**src/rtl/fetch_stage_pkg.sv**
```systemverilog
// Shared definitions for the MIPS fetch stage: reset constants, pending-redirect
// state encoding and a word-alignment helper.
package fetch_stage_pkg;

  localparam logic [31:0] RESET_PC  = 32'h0000_3000;
  localparam logic [31:0] NOP_INSTR = 32'h0000_0000;
  localparam logic [31:0] PC_STEP   = 32'd4;

  typedef enum logic [1:0] {
    PEND_IDLE = 2'd0,
    PEND_HELD = 2'd1
  } pend_state_t;

  function automatic logic [31:0] word_align(input logic [31:0] addr);
    return {addr[31:2], 2'b00};
  endfunction

endpackage

```
**src/rtl/fetch_stage_npc_mux.sv**
```systemverilog
// Next-PC selector: a live redirect beats a buffered one, which beats PC+4.
module npc_mux
  import fetch_stage_pkg::*;
(
  input  logic [31:0] pc,
  input  logic        redirect_valid,
  input  logic [31:0] redirect_target,
  input  logic        pending,
  input  logic [31:0] pending_target,
  output logic [31:0] npc
);

  always_comb begin
    if (redirect_valid) begin
      npc = word_align(redirect_target);
    end else if (pending) begin
      npc = word_align(pending_target);
    end else begin
      npc = pc + PC_STEP;
    end
  end

endmodule

```
**src/rtl/fetch_stage.sv**
```systemverilog
// MIPS instruction-fetch stage: PC register, stalled-redirect buffer and the
// F/D pipeline register feeding decode.
module fetch_stage #(
  parameter logic [31:0] RESET_PC  = fetch_stage_pkg::RESET_PC,
  parameter logic [31:0] NOP_INSTR = fetch_stage_pkg::NOP_INSTR
) (
  input  logic        clk,
  input  logic        reset,
  input  logic        stall,
  input  logic        redirect_valid,
  input  logic [31:0] redirect_target,
  input  logic        flush_d,
  input  logic [31:0] im_rdata,
  output logic [31:0] im_addr,
  output logic [31:0] pc_F,
  output logic [31:0] IR_D,
  output logic [31:0] PC_D,
  output logic [31:0] PC4_D,
  output logic        valid_D,
  output logic        redirect_pending
);
  import fetch_stage_pkg::*;

  pend_state_t pend_state_reg, pend_state_next;
  logic [31:0] pend_target_reg;
  logic        pending;
  logic [31:0] pc_reg;
  logic [31:0] pc_next;
  logic [31:0] ir_reg, pcd_reg, pc4d_reg;
  logic        valid_reg;

  npc_mux u_npc_mux (
    .pc              (pc_reg),
    .redirect_valid  (redirect_valid),
    .redirect_target (redirect_target),
    .pending         (pending),
    .pending_target  (pend_target_reg),
    .npc             (pc_next)
  );

  always_ff @(posedge clk or negedge reset) begin
    if (!reset) begin
      pend_state_reg <= PEND_IDLE;
    end else begin
      pend_state_reg <= pend_state_next;
    end
  end

  always_comb begin
    pend_state_next = pend_state_reg;
    case (pend_state_reg)
      PEND_IDLE: if (stall && redirect_valid) pend_state_next = PEND_HELD;
      PEND_HELD: if (!stall) pend_state_next = PEND_IDLE;
      default:   pend_state_next = PEND_IDLE;
    endcase
  end

  always_comb begin
    pending = (pend_state_reg == PEND_HELD);
  end

  // Latest redirect seen during a stall wins; applied on the first unstalled edge.
  always_ff @(posedge clk or negedge reset) begin
    if (!reset) begin
      pend_target_reg <= '0;
    end else if (stall && redirect_valid) begin
      pend_target_reg <= redirect_target;
    end
  end

  always_ff @(posedge clk or negedge reset) begin
    if (!reset) begin
      pc_reg <= RESET_PC;
    end else if (!stall) begin
      pc_reg <= pc_next;
    end
  end

  // Flush overrides the stall hold on the F/D register only; the PC is unaffected.
  always_ff @(posedge clk or negedge reset) begin
    if (!reset) begin
      ir_reg    <= NOP_INSTR;
      pcd_reg   <= '0;
      pc4d_reg  <= '0;
      valid_reg <= 1'b0;
    end else if (flush_d) begin
      ir_reg    <= NOP_INSTR;
      pcd_reg   <= '0;
      pc4d_reg  <= '0;
      valid_reg <= 1'b0;
    end else if (!stall) begin
      ir_reg    <= im_rdata;
      pcd_reg   <= pc_reg;
      pc4d_reg  <= pc_reg + PC_STEP;
      valid_reg <= 1'b1;
    end
  end

  assign im_addr          = pc_reg;
  assign pc_F             = pc_reg;
  assign IR_D             = ir_reg;
  assign PC_D             = pcd_reg;
  assign PC4_D            = pc4d_reg;
  assign valid_D          = valid_reg;
  assign redirect_pending = pending;

endmodule

```
**config.mk**
```make
export PLATFORM = sky130hd
export DESIGN_NAME = fetch_stage
export DESIGN_NICKNAME = d
export VERILOG_FILES = /design/src/rtl/fetch_stage_pkg.sv /design/src/rtl/fetch_stage_npc_mux.sv /design/src/rtl/fetch_stage.sv
export SDC_FILE = /design/constraint.sdc
export NUM_CORES = 1
export LEC_CHECK = 0
export BUFFER_PORTS_ARGS = -buffer_cell sky130_fd_sc_hd__buf_4
export CORE_ASPECT_RATIO = 1.1
export CORE_MARGIN = 3
export CORE_UTILIZATION = 25
export CTS_CLUSTER_DIAMETER = 50
export DETAILED_ROUTE_END_ITERATION = 6
export PLACE_DENSITY = 0.55
export SETUP_SLACK_MARGIN = 0.02
export SLEW_MARGIN = 20
export SYNTH_ARGS = -nofsm -noshare
export SYNTH_HDL_FRONTEND = slang
export SYNTH_HIERARCHICAL = 1
export SYNTH_SLANG_ARGS = --single-unit
```
**constraint.sdc**
```tcl
create_clock -name clk -period 2.4 [get_ports clk]
set_input_delay 0 -clock clk [delete_from_list [all_inputs] [get_ports clk]]
set_output_delay 0 -clock clk [all_outputs]
set_load 0.02 [all_outputs]
```
==> metrics <==
run status complete, no violations; P&R area growth vs syn 43.1%; worst hold path endpoint PC_D[1]; Syn Inst Count between 700 and 800; GPL Wtd Cong roughly 0.77; worst r2r dst im_addr[23]; via count of the first global-routing pass slightly below 7k; worst-path cell with the longest stage delay sky130_fd_sc_hd__dfstp_2; H-tree Lvls 4; remaining antenna violation count 0; clock tree buffer depth 2; Post-Route WL 27100 µm; fraction of final layout cells with drive strength greater than 1 0.381; Min-Delay Path Class in -> reg; cell depth of the worst flop-to-flop path 6; footprint of the multi-input gates 0.00364 mm²; worst clock skew 0.0100 ns; timing-limited maximum frequency 450 MHz; post-layout worst setup margin 0.179 ns; minimum clock period 2.22 ns; worst setup path class reg -> reg; vias after detailed routing 6802; core area 0.0317 mm²; total power density per cell area around 760 mW/mm²; flop2flop setup slack 0.18 ns; detailed placer's ending HPWL a little under 20000 µm; total routing usage reported by global routing 0.155; final period utilization 0.925; register area roughly 0.0040 mm²; max capacitance violation total 0; area enclosed by the die boundary about 0.035 mm²; remaining global-route overflow 0; Critical Path Start Type register; total of fill cells in the finished design approximately 3.2k; post-synthesis instance area around 0.0082 mm²; Yosys warning count 6; reg-to-reg startpoint im_addr[12]; setup repair after global routing missed its margin false; num ports 231; hold_sp flush_d; count of endpoints failing hold in the final timing report 0; x dimension of the die 178 µm; Clock Sinks 158; Req. time, crit path 2.72 ns; Chip Height 195 µm; kind of capture point of the worst setup path register; final antenna diode count 0; Setup WS pre-CTS between 0.07 and 0.08 ns; Critical Path Max Stage Delay just over 0.6 ns; Post-layout nets 1120; DRT Pass-1 Iters 4; relative slew slack 0.329; Rows between 60 and 70; Worst VDD drop 0.488 mV; Setup-failing EPs final 0; crit-path max FO 7; starting density of the core 0.257; clock-pin slew of the registers on the worst-case setup and hold paths 0.07 ns; post-synthesis net count 837; CTS tree built; Hold Crit Depth 2; number of pins with negative max-slew slack in the final report 0; number of input and output port buffers inserted around 230; Tightest Pin Transition 1.00 ns; initial antenna violation count 0; data arrival time at the worst-slack endpoint 2.54 ns; average size of a mapped cell 10.6 µm²; Root Driver sky130_fd_sc_hd__clkbuf_16; pin count of the biggest net entering global routing 67; Clk Latency, worst-skew pair about 0.43 ns; routed vias/inst 4.59; Remaining DRCs 0; iteration-0 DRC count of the detailed router 418; critical path, cell by cell nand4_4 > or4_4 > o31a_1 > nor3_1 > o21ai_1 > mux2_2; total power after layout 8.82 mW; first-pass GRT wire length between 40000 and 50000 µm; wire per inst 18.3 µm; LEAKAGE 5.41 nW; cts bufs inserted 17; aggregate negative setup slack 0 ns
## cell type report
class                           count  share of cell area
Sequential cell                   158               0.339
Multi-Input combinational cell    505               0.312
Timing Repair Buffer              350               0.242
Tap cell                          420              0.0451
Clock buffer                       19              0.0380
Clock inverter                     13              0.0182
Inverter                           17             0.00547
## what timing repair did
| action | CTS | global route |
|---|---|---|
| resized for setup | 0 | 1 |
| hold buffers | 63 | 0 |
| buffers inserted | 0 | 1 |
| hold endpoints to repair | 148 | 0 |
| setup endpoints to repair | 0 | 5 |
## routing by layer
metal  routed length [µm]  share of wire  GRT usage  vias to the layer above
met3                 1180          0.044     0.0282                       30
met2                13100           0.48      0.252                      166
met5                    0              0          0                        -
li1                     -              -          -                     3268
met1                12200           0.45      0.207                     3338
met4                  569          0.021     0.0497                        0
## cell usage in the layout, fill, tap and decap left out, drive strengths merged, types with 2 or more instances in the layout
cell	n
and4	9
nand3b	2
nor3	8
o22ai	6
xnor2	15
a211oi	12
mux2i	63
and2	3
buf	287
xor2	22
clkinv	4
and3	9
a22oi	13
nand2	28
bufinv	5
nor2b	4
a2111oi	7
ha	2
clkinvlp	3
mux2	64
o31ai	4
or4	6
o21ai	29
nand3	25
a21oi	18
dfstp	2
inv	18
dfrtp	156
dlygate4sd3	63
nor2	102
a311oi	12
clkbuf	19
nor4	9
or3	5
nand4	18
## critical path: cells and delay by family, from the launching register on
| kind | cells | cell delay, ns |
|---|---|---|
| AO/OA/AOI/OAI | 2 | 0.37 |
| multiplexers | 1 | 0.26 |
| AND/OR/NAND/NOR | 3 | 0.86 |
| flip-flops | 1 | 0.62 |
## worst max-delay path by stage
stage,start,endpoint,slack [ns],cells after the start
after floorplan,im_addr[2],PC4_D[26],0.05,6
after global placement,im_addr[2],PC4_D[24],0.16,5
after detailed placement,im_addr[2],PC4_D[26],0.08,5
after CTS,im_addr[2],PC4_D[26],0.07,5
after global routing,im_addr[14],PC4_D[31],0.03,6
final,im_addr[12],im_addr[23],0.18,6
## stage by stage
| stage | hold slack, ns | cell area [µm²] | std cells | util |
|---|---|---|---|---|
| after floorplan | -0.296 | 8160 | 766 | - |
| final | 0.0384 | 11700 | 1482 | 0.368 |
| after CTS | 0.0356 | 11700 | 1481 | 0.367 |
| after detailed placement | 0.0616 | 10400 | 1386 | 0.327 |
| after global routing | 0.0463 | 11700 | 1482 | 0.368 |
| after global placement | 0.0644 | 10400 | 1386 | 0.327 |
## power by group
| part | total, mW | switching (mW) | internal [mW] | leakage (nW) |
|---|---|---|---|---|
| logic | 2.49 | 1.39 | 1.11 | 3.09 |
| clock network | 3.06 | 1.18 | 1.88 | 0.310 |
| registers | 3.26 | 0.299 | 2.96 | 2.01 |
| total | 8.82 | 2.86 | 5.95 | 5.41 |
(Power assumes the default switching activity.)
